<file path="src/rtl/ieee754_pkg.sv">
// Shared binary32 field layout and constants for the fixed-point converter and IEEE754_Adder.
package ieee754_pkg;

  localparam int unsigned EXP_BIAS = 127;
  localparam int unsigned MANT_W   = 23;
  localparam int unsigned EXP_W    = 8;

  typedef struct packed {
    logic              sign;
    logic [EXP_W-1:0]  exp;
    logic [MANT_W-1:0] mant;
  } float32_t;

endpackage

</file>
<file path="src/rtl/lzc.sv">
// Combinational leading-zero counter; an all-zero input returns WIDTH.
module lzc #(
  parameter int unsigned WIDTH = 32,
  localparam int unsigned CntW = $clog2(WIDTH + 1)
) (
  input  logic [WIDTH-1:0] i_data,
  output logic [CntW-1:0]  o_count
);

  // Ascending scan: the highest set bit is the last one to write the count.
  always_comb begin
    o_count = CntW'(WIDTH);
    for (int unsigned i = 0; i < WIDTH; i++) begin
      if (i_data[i]) o_count = CntW'(WIDTH - 1 - i);
    end
  end

endmodule

</file>
<file path="src/rtl/fixed_to_ieee754.sv">
// 3-stage signed fixed-point to binary32 converter with valid/ready backpressure.
// Define FIXED_TO_IEEE754_RNE_EN for round-to-nearest-even; otherwise results truncate.
module fixed_to_ieee754
  import ieee754_pkg::*;
#(
  parameter int unsigned WIDTH     = 32,
  parameter int unsigned FRAC_BITS = 18
) (
  input  logic             clock,
  input  logic             resetn,
  input  logic             in_valid,
  output logic             in_ready,
  input  logic [WIDTH-1:0] in_data,
  output logic             out_valid,
  input  logic             out_ready,
  output logic [31:0]      out_data
);

  localparam int unsigned LzW     = $clog2(WIDTH + 1);
  localparam int unsigned ExtW    = (WIDTH < 25) ? 25 : WIDTH;
  localparam logic [8:0]  ExpBase = 9'(EXP_BIAS + WIDTH - 1 - FRAC_BITS);

  logic             r_s1_valid;
  logic             r_s1_sign;
  logic [WIDTH-1:0] r_s1_mag;
  logic             r_s2_valid;
  logic             r_s2_sign;
  logic             r_s2_zero;
  logic [WIDTH-1:0] r_s2_norm;
  logic [8:0]       r_s2_exp;
  logic             r_out_valid;
  logic [31:0]      r_out_data;

  logic             w_advance;
  logic [WIDTH-1:0] w_in_mag;
  logic [LzW-1:0]   w_lz;
  logic [ExtW-1:0]  w_ext;
  logic [22:0]      w_mant_t;
  logic [22:0]      w_mant;
  logic [8:0]       w_exp;
  logic             w_unused;
  float32_t         w_s3_result;

  assign w_advance = !r_out_valid || out_ready;
  assign in_ready  = w_advance;
  assign out_valid = r_out_valid;
  assign out_data  = r_out_data;

  // Negating the most negative input wraps to exactly 2^(WIDTH-1) as an unsigned magnitude.
  assign w_in_mag = in_data[WIDTH-1] ? (~in_data + WIDTH'(1)) : in_data;

  lzc #(
    .WIDTH (WIDTH)
  ) u_lzc (
    .i_data  (r_s1_mag),
    .o_count (w_lz)
  );

  // Left-align the normalised value so the 23 mantissa bits sit just below the hidden one.
  assign w_ext    = ExtW'(r_s2_norm) << (ExtW - WIDTH);
  assign w_mant_t = w_ext[ExtW-2 -: 23];

`ifdef FIXED_TO_IEEE754_RNE_EN
  localparam logic [ExtW-1:0] StickyMask = ExtW'((64'd1 << (ExtW - 25)) - 64'd1);

  logic w_guard;
  logic w_sticky;
  logic w_round_up;
  logic w_carry;

  assign w_guard    = w_ext[ExtW-25];
  assign w_sticky   = |(w_ext & StickyMask);
  assign w_round_up = w_guard && (w_sticky || w_mant_t[0]);
  assign {w_carry, w_mant} = {1'b0, w_mant_t} + 24'(w_round_up);
  assign w_exp      = r_s2_exp + 9'(w_carry);
  assign w_unused   = ^{w_ext[ExtW-1], w_exp[8]};
`else
  assign w_mant   = w_mant_t;
  assign w_exp    = r_s2_exp;
  assign w_unused = ^{w_ext[ExtW-1], w_exp[8], w_ext[ExtW-25:0]};
`endif

  always_comb begin
    w_s3_result = '0;
    if (!r_s2_zero) begin
      w_s3_result.sign = r_s2_sign;
      w_s3_result.exp  = w_exp[7:0];
      w_s3_result.mant = w_mant;
    end
  end

  always_ff @(posedge clock or negedge resetn) begin
    if (!resetn) begin
      r_s1_valid  <= 1'b0;
      r_s1_sign   <= 1'b0;
      r_s1_mag    <= '0;
      r_s2_valid  <= 1'b0;
      r_s2_sign   <= 1'b0;
      r_s2_zero   <= 1'b1;
      r_s2_norm   <= '0;
      r_s2_exp    <= '0;
      r_out_valid <= 1'b0;
      r_out_data  <= '0;
    end else if (w_advance) begin
      r_s1_valid  <= in_valid;
      r_s1_sign   <= in_data[WIDTH-1];
      r_s1_mag    <= w_in_mag;
      r_s2_valid  <= r_s1_valid;
      r_s2_sign   <= r_s1_sign;
      r_s2_zero   <= (r_s1_mag == '0);
      r_s2_norm   <= r_s1_mag << w_lz;
      r_s2_exp    <= ExpBase - 9'(w_lz);
      r_out_valid <= r_s2_valid;
      r_out_data  <= w_s3_result;
    end
  end

endmodule

</file>
<file path="config.mk">
export PLATFORM = sky130hd
export DESIGN_NAME = fixed_to_ieee754
export DESIGN_NICKNAME = d
export VERILOG_FILES = /design/src/rtl/ieee754_pkg.sv /design/src/rtl/lzc.sv /design/src/rtl/fixed_to_ieee754.sv
export SDC_FILE = /design/constraint.sdc
export NUM_CORES = 1
export LEC_CHECK = 0
export BUFFER_PORTS_ARGS = -buffer_cell sky130_fd_sc_hd__buf_2
export CAP_MARGIN = 20
export CORE_MARGIN = 2
export CORE_UTILIZATION = 61
export CTS_BUF_LIST = sky130_fd_sc_hd__clkbuf_4 sky130_fd_sc_hd__clkbuf_8
export CTS_CLUSTER_SIZE = 30
export DETAILED_ROUTE_END_ITERATION = 12
export PLACE_DENSITY = 0.83
export SYNTH_ARGS = -nofsm -noshare
export SYNTH_HDL_FRONTEND = slang
export SYNTH_HIERARCHICAL = 1
export SYNTH_SLANG_ARGS = --single-unit
export TNS_END_PERCENT = 1
</file>
<file path="constraint.sdc">
create_clock -name clock -period 4.3 [get_ports clock]
set_input_delay 0.215 -clock clock [delete_from_list [all_inputs] [get_ports clock]]
set_output_delay 0.215 -clock clock [all_outputs]
set_load 0.01 [all_outputs]
</file>
==> run_results.csv, run 1 <==
group,metric,value,unit
yosys,synth_area,6510,sq um
critical_path,critical-path-slowest-cell,"nor3_1",
power_and_ir_drop,p_per_area,631,nW/um^2
die,io_pins,70,
placement,place_congestion,1.02,
placement,dp_hpwl,11000,um
placement,place_area,6940,sq um
grt,grt-ovfl-total,0,
power_and_ir_drop,p_leak,0.00316,uW
yosys,yosys_warnings,6,
yosys,synth_edf_count,0,
critical_path,r2r_end,"r_s2_norm[30]",
cts,cts-hold-fix-buffers,1,
sta,clock.fmax,0.288,GHz
finish,final_common_cell,"nand2_1",
placement,pre_cts_ws,0.857,ns
cts,cts_buffer_depth,2,
critical_path,cp.required,4.61,ns
detailed_routing,drt_iter0_drc,315,
critical_path,arrival,3.78,ns
detailed_routing,first_pass_iters,5,
yosys,ys.flop_type,"dfrtp_1",
yosys,synth.distinct_cells,61,
finish,final-seq-area,2530,sq um
die,start_util,63.0,%
critical_path,cp-startpoint,"r_s1_mag[8]",
finish,multi_input_area,3730,sq um
job,maxCapViolations,0,
finish,most-common-layout-cells,"158 x nand2_1, 100 x dfrtp_1, 68 x buf_2",
detailed_routing,wire_per_inst,17.7,um
detailed_routing,ant_nets,0,
grt,first_global_vias,5237,
critical_path,slowest_delay,0.80,ns
yosys,syn_inst,702,
cts,post-cts-setup-buffers,0,
cts,cts-resized-gates,0,
cts,h-tree-depth,3,
yosys,ys_ff_latch,101,
die,die_w,107,um
outcome,status,"finished, final reports clean",
sta,worst_pin_slew,0.972,ns
critical_path,path_depth,8,
die,die_h,107,um
detailed_routing,routed_wl,15700,um
die,die_area,11500,sq um
cts,insertion_delay,0.39,ns
critical_path,endpoint_kind,"flip-flop",
sta,fin_setup_tns,0,ns
sta,hold_viol,0,
grt,grt_pass1_wl,26000,um
sta,period_share,80.7,%
critical_path,critPathMaxFanout,17,
finish,nNetsFinal,782,
finish,final_cell_area,7150,sq um
cts,clkTransAtPathRegs,0.10,ns
critical_path,r2r_cells,8,
detailed_routing,routed_via_density,6.26,
finish,nFillCells,851,
die,row_count,37,
finish,fin_cells,885,
sta,min_period,3.47,ns
critical_path,path_buf_inv,1,
detailed_routing,drc,0,
yosys,syn_avg_cell_area,9.27,sq um
cts,cts_tree,"done",
cts,numCtsBuffers,9,
grt,antenna_found_initial,0,
power_and_ir_drop,power.total,4510,uW
critical_path,crit_family,"simple AND/OR/NAND/NOR gates",
critical_path,worstSetupEndpoint,"r_s2_norm[30]",
yosys,async_flop_share,100,%
grt,grt_max_degree,68,
critical_path,r2r_setup_slack,0.83,ns
sta,rsz0062_at_grt,"no",
hold_path,min_path_type,"primary input to flip-flop",
cts,root_buffer,"clkbuf_8",
finish,synthToLayoutAreaGrowth,9.92,%
yosys,synth_nets,740,
power_and_ir_drop,ir_drop,252,uV
sta,setup_ws,0.831,ns
cts,cts_sinks,101,
die,core,10300,sq um
placement,port-buffer-count,69,
placement,place_inst,868,
critical_path,path_cells,"or4_1 > nor2_1 > a31oi_1 > buf_4 > nor3_1 > nand2_1 > a2bb2oi_1 > o211ai_1",
sta,maxSlewViolCount,0,
grt,grt_use_total,28.6,%
yosys,yosysSeqAreaShare,38.9,%
sta,slew_headroom,34.7,%
critical_path,crit_type,"flip-flop to flip-flop",
finish,antenna_cells,0,
critical_path,reg2reg_from,"r_s1_mag[8]",
critical_path,crit_path_start_kind,"flip-flop",
detailed_routing,num_vias,5544,
sta,setup_violations,0,
finish,drive_above_1_share,20.0,%
sta,worst_clock_skew,0.0162,ns
## per-stage QoR
step / utilization (%) / hold slack [ns]
after floorplan: - / -0.0806
after global placement: 67.2 / 0.231
after detailed placement: 67.2 / 0.237
after CTS: 69.3 / 0.0205
after global routing: 69.3 / 0.0642
final: 69.3 / 0.0276
## Yosys cell counts (all sizes together) (8+ instances only)
master,n,area share (%)
a21oi,22,1.7
buf,19,1.6
clkbuf,30,1.7
dfrtp,100,38
inv,15,0.86
mux2,15,2.6
mux2i,25,3.8
mux4,24,8.3
nand2,158,9.1
nand3,8,0.62
nand3b,32,3.7
nor2,23,1.3
nor3,11,0.85
nor4,19,1.9
o211ai,8,0.92
o21ai,56,4.3
o31ai,17,2.0
o41ai,8,1.7
or4,8,1.1
xor2,29,3.9
## logic make-up after synthesis
kind of cell / synth area share, %
compound gates: 15.9
simple gates: 21.4
xor+xnor: 4.44
mux: 14.7
fa+ha+maj: 0.384
flops: 38.9
buf+inv: 4.29
## worst reg2reg max path, stage by stage, from the launching register on
cell and delay (ns):
dfrtp_1 0.50, or4_1 0.61, nor2_1 0.15, a31oi_1 0.21
buf_4 0.29, nor3_1 0.80, nand2_1 0.48, a2bb2oi_1 0.24
o211ai_1 0.11
## flip-flops by register name, summed over array words and instances (netlist names)
name / cells
out_data: 32
out_valid: 1
r_s1_mag: 32
r_s1_sign: 1
r_s1_valid: 1
r_s2_exp: 8
r_s2_norm: 23
r_s2_sign: 1
r_s2_valid: 1
r_s2_zero: 1
## worst min path at each step
stage	start	endpoint	cells after the start
after CTS	in_valid	r_s1_valid	3
after detailed placement	resetn	out_data[26]	1
after global routing	in_valid	r_s1_valid	3
after global placement	resetn	out_data[26]	1
final	in_valid	r_s1_valid	3
after floorplan	resetn	out_data[0]	0
## where the power goes
part / switching [uW] / internal (uW) / leakage, uW
Clock: 339 / 303 / 0.000104
Combinational: 1180 / 1020 / 0.00182
Sequential: 365 / 1310 / 0.00123
## routing by layer
metal	share of wire [%]	GRT usage [%]	routed length (um)
met1	44	39.0	6840
met4	2.8	12.8	437
met5	0	0	0
met2	48	46.5	7560
met3	5.4	2.91	851
## layout make-up
class	instances	area share, %
multi-input cells	536	52.1
clock buffers	12	2.13
inverters	16	0.839
flip-flops and latches	101	35.3
repair buffers	80	6.40
well taps	136	2.38
clock inverters	4	0.769
Power figures use the tool's default switching activity.
==> run 2, diff against run 1 <==
==> constraint.sdc (replaced) <==
create_clock -name clock -period 3.6 [get_ports clock]
set_input_delay 0.18 -clock clock [delete_from_list [all_inputs] [get_ports clock]]
set_output_delay 0.18 -clock clock [all_outputs]
set_load 0.01 [all_outputs]
==> run_results.csv, run 2 (same netlist as run 1, synthesis figures left out) <==
group,metric,value,unit
cts,root_buffer,"clkbuf_8",
cts,cts_buffer_depth,2,
placement,port-buffer-count,69,
detailed_routing,drt_iter0_drc,464,
cts,cts_sinks,101,
grt,antenna_found_initial,0,
sta,clock.fmax,0.292,GHz
finish,nNetsFinal,804,
grt,grt_use_total,30.2,%
hold_path,min_path_type,"primary input to flip-flop",
detailed_routing,first_pass_iters,5,
power_and_ir_drop,ir_drop,402,uV
sta,setup_violations,0,
detailed_routing,drc,0,
power_and_ir_drop,p_per_area,748,nW/um^2
finish,synthToLayoutAreaGrowth,12.6,%
sta,period_share,95.1,%
die,start_util,63.0,%
detailed_routing,wire_per_inst,18.2,um
finish,final_common_cell,"nand2_1",
sta,hold_viol,0,
detailed_routing,ant_nets,0,
sta,worst_pin_slew,0.794,ns
finish,most-common-layout-cells,"158 x nand2_1, 100 x dfrtp_1, 68 x buf_2",
sta,slew_headroom,47.1,%
die,core,10300,sq um
sta,rsz0062_at_grt,"no",
sta,fin_setup_tns,0,ns
sta,whs,0.0125,ns
die,row_count,37,
cts,cts_tree,"done",
finish,drive_above_1_share,22.6,%
power_and_ir_drop,power.total,5480,uW
die,die_w,107,um
grt,first_global_vias,5476,
die,io_pins,70,
detailed_routing,routed_via_density,6.30,
finish,antenna_cells,0,
job,maxCapViolations,0,
cts,clkTransAtPathRegs,0.10,ns
grt,grt_pass1_wl,27700,um
sta,worst_clock_skew,0.00951,ns
placement,place_congestion,0.943,
cts,insertion_delay,0.37,ns
detailed_routing,num_vias,5711,
critical_path,endpoint_kind,"flip-flop",
cts,numCtsBuffers,9,
critical_path,crit_path_start_kind,"flip-flop",
critical_path,arrival,3.69,ns
outcome,status,"finished, final reports clean",
sta,min_period,3.42,ns
power_and_ir_drop,p_leak,0.00326,uW
finish,nFillCells,817,
critical_path,crit_type,"flip-flop to flip-flop",
critical_path,cp.required,3.87,ns
placement,dp_hpwl,12000,um
detailed_routing,routed_wl,16600,um
sta,maxSlewViolCount,0,
grt,grt-ovfl-total,0,
cts,h-tree-depth,3,
critical_path,critPathMaxFanout,22,
die,die_h,107,um
grt,grt_max_degree,93,
die,die_area,11500,sq um
==> run 2: cell count changes in the layout (fill, tap and decap cells not counted), sizes merged <==
| cell | previous run | this run |
|---|---|---|
| inv | 17 | 16 |
| buf | 79 | 100 |
| clkinv | 1 | 3 |
| bufinv | 1 | 0 |
| clkinvlp | 1 | 2 |
==> run 2: worst paths after layout <==
check                             from            end  slack [ns]  cells past startpoint
setup reg to reg           r_s1_mag[3]  r_s2_norm[26]        0.18                     12
hold / removal                in_valid     r_s1_valid        0.01                      3
max in group asynchronous       resetn      r_s2_zero        2.19                      3
hold reg to reg            out_data[5]    out_data[5]        0.47                      2
min in group asynchronous       resetn    out_data[1]        0.43                      2
setup / recovery           r_s1_mag[3]  r_s2_norm[26]        0.18                     12
==> run 2: worst max-delay path, stage by stage, from the launching register on <==
cell,delay [ns]
dfrtp_1,0.48
nor3b_1,0.23
nor3_1,0.09
o31ai_2,0.31
o2111ai_2,0.18
a221oi_4,0.37
buf_12,0.20
buf_12,0.18
mux4_2,0.55
mux2_2,0.29
mux2i_1,0.14
a21oi_1,0.09
a22o_1,0.20
==> run 2: layout make-up <==
type                       instances  area, sq um  share of cell area [%]
clock buffer                      11          151                    2.07
multi-input combinational        536         3740                    51.1
inverter                          16         60.1                   0.820
tap                              136          170                    2.32
timing repair buffer             102          641                    8.74
clock inverter                     5         33.8                   0.461
sequential                       101         2530                    34.5
==> run 2: stage by stage <==
| stage | cell area [sq um] | utilization, % | std cells | setup slack, ns |
|---|---|---|---|---|
| global placement | 7090 | 68.6 | 888 | 0.234 |
| floorplan | 6510 | - | 702 | 0.582 |
| CTS | 7280 | 70.5 | 905 | 0.125 |
| detailed placement | 7090 | 68.6 | 888 | 0.143 |
| finish | 7330 | 71.0 | 907 | 0.177 |
| global route | 7330 | 71.0 | 907 | 0.00306 |
==> run 2: timing repair <==
action | CTS | global route
setup endpoints to repair | 0 | 3
hold endpoints to repair | 62 | 0
buffers inserted | 0 | 1
resized for setup | 0 | 3
hold buffers | 1 | 0
==> run 2: metal layers <==
metal	vias up	part of all wire [%]	GRT usage (%)
met5	-	0	0
met4	0	3.1	11.5
met3	40	5.3	3.75
met2	247	49	49.7
met1	2731	43	41.1
li1	2693	-	-
==> run 2: where the power goes <==
| group | internal, uW | switching [uW] |
|---|---|---|
| logic | 1320 | 1550 |
| registers | 1570 | 364 |
| clock network | 289 | 399 |
| total | 3180 | 2310 |
==> run 3, diff against run 2 <==
--- a/config.mk
+++ b/config.mk
@@ -12,6 +12,7 @@
 export CTS_BUF_LIST = sky130_fd_sc_hd__clkbuf_4 sky130_fd_sc_hd__clkbuf_8
 export CTS_CLUSTER_SIZE = 30
 export DETAILED_ROUTE_END_ITERATION = 12
+export HOLD_SLACK_MARGIN = 0.05
 export PLACE_DENSITY = 0.83
 export SYNTH_ARGS = -nofsm -noshare
 export SYNTH_HDL_FRONTEND = slang
==> constraint.sdc (replaced) <==
create_clock -name clock -period 3.9 [get_ports clock]
set_input_delay 0.195 -clock clock [delete_from_list [all_inputs] [get_ports clock]]
set_output_delay 0.195 -clock clock [all_outputs]
set_load 0.01 [all_outputs]
==> run_results.csv, run 3 (same netlist as run 1, synthesis figures left out) <==
group,metric,value,unit
critical_path,critical-path-slowest-cell,"mux4_2",
sta,period_share,88.4,%
die,core,10300,sq um
grt,grt-ovfl-total,0,
critical_path,slowest_delay,0.57,ns
sta,whs,0.121,ns
critical_path,arrival,3.71,ns
critical_path,cp.required,4.16,ns
cts,numCtsBuffers,9,
grt,antenna_found_initial,0,
critical_path,path_buf_inv,1,
critical_path,crit_family,"compound AO/OA/AOI/OAI gates",
cts,clkTransAtPathRegs,0.09,ns
finish,final_common_cell,"nand2_1",
grt,grt_pass1_wl,27400,um
critical_path,cp-startpoint,"r_s1_mag[0]",
power_and_ir_drop,p_leak,0.00318,uW
sta,slew_headroom,44.3,%
critical_path,path_cells,"nor3b_1 > nor3_1 > o31ai_1 > o2111ai_1 > a221oi_4 > buf_12 > mux4_2 > mux2_2 > mux2i_1 > a21oi_1 > a22o_1",
grt,first_global_vias,5508,
hold_path,hold_depth,3,
die,die_h,107,um
cts,h-tree-depth,3,
finish,nFillCells,814,
critical_path,critPathMaxFanout,40,
sta,maxSlewViolCount,0,
die,die_w,107,um
critical_path,reg2reg_from,"r_s1_mag[0]",
finish,most-common-layout-cells,"158 x nand2_1, 100 x dfrtp_1, 68 x buf_2",
detailed_routing,routed_wl,16400,um
critical_path,r2r_setup_slack,0.45,ns
placement,port-buffer-count,69,
detailed_routing,num_vias,5623,
finish,antenna_cells,0,
hold_path,hold_end,"r_s1_mag[30]",
cts,post-cts-setup-buffers,0,
finish,synthToLayoutAreaGrowth,10.4,%
detailed_routing,wire_per_inst,18.4,um
job,maxCapViolations,0,
sta,setup_violations,0,
outcome,status,"finished, final reports clean",
die,start_util,63.0,%
placement,pre_cts_ws,0.475,ns
detailed_routing,routed_via_density,6.31,
die,die_area,11500,sq um
hold_path,min_path_type,"primary input to flip-flop",
critical_path,endpoint_kind,"flip-flop",
cts,root_buffer,"clkbuf_8",
grt,grt_use_total,29.9,%
cts,insertion_delay,0.37,ns
sta,hold_viol,0,
sta,worst_clock_skew,0.0105,ns
sta,setup_ws,0.454,ns
grt,use_met1,40.3,%
finish,drive_above_1_share,20.5,%
finish,multi_input_area,3730,sq um
power_and_ir_drop,p_per_area,693,nW/um^2
sta,min_period,3.45,ns
sta,worst_pin_slew,0.836,ns
detailed_routing,first_pass_iters,5,
critical_path,crit_path_start_kind,"flip-flop",
detailed_routing,drc,0,
die,io_pins,70,
hold_path,hp-start,"in_data[30]",
grt,met2_usage,50.0,%
die,row_count,37,
finish,final-seq-area,2530,sq um
critical_path,r2r_cells,11,
placement,dp_hpwl,11600,um
grt,gr-max-usage-layer,"met2",
finish,nNetsFinal,788,
cts,cts_sinks,101,
power_and_ir_drop,ir_drop,290,uV
cts,cts_buffer_depth,2,
grt,grt_max_degree,69,
critical_path,r2r_end,"r_s2_norm[26]",
detailed_routing,ant_nets,0,
sta,fin_setup_tns,0,ns
detailed_routing,drt_iter0_drc,571,
placement,place_congestion,0.948,
sta,clock.fmax,0.290,GHz
sta,rsz0062_at_grt,"no",
grt,gr-usage-met3,3.09,%
critical_path,crit_type,"flip-flop to flip-flop",
cts,cts_tree,"done",
run 3: report_power, final:
group / internal, uW / switching, uW
registers: 1440 / 438
logic: 1130 / 1280
clock network: 323 / 364
total: 2890 / 2080
run 3: final cells by class:
class                           count  area share [%]
Clock buffer                       11            2.02
Multi-Input combinational cell    536            51.9
Inverter                           16           0.836
Timing Repair Buffer               86            6.86
Sequential cell                   101            35.2
Clock inverter                      5           0.801
Tap cell                          136            2.37
run 3: metrics by stage:
stage | cells | total power [uW] | utilization (%) | cell area, sq um
CTS | 891 | 4960 | 69.6 | 7180
global placement | 873 | 4210 | 67.4 | 6960
finish | 891 | 4980 | 69.6 | 7180
detailed placement | 873 | 4280 | 67.4 | 6960
floorplan | 702 | 3520 | - | 6510
global route | 891 | 5320 | 69.6 | 7180
run 3: routing by layer:
metal	routed length [um]	share of wire, %
met5	0	0
met4	464	2.8
met3	826	5.0
met2	7970	49
met1	7170	44
run 3: worst max-delay path by stage:
stage                          endpoint  cells after the start  slack (ns)
after floorplan           r_s2_norm[14]                     10        0.88
after global placement    r_s2_norm[14]                      9        0.57
after detailed placement  r_s2_norm[14]                      9        0.47
after CTS                 r_s2_norm[14]                      9        0.46
after global routing      r_s2_norm[20]                      8        0.23
final                     r_s2_norm[26]                     11        0.45
run 3: worst min-delay path, delay by kind of cell:
kind	cells	cell delay, ns
buf+inv	1	0.09
compound gates	1	0.11
xor+xnor	1	0.06
run 3: repair_timing:
action / in CTS / in global routing
hold endpoints to repair: 68 / 0
resized for setup: 0 / 0
hold buffers: 2 / 0
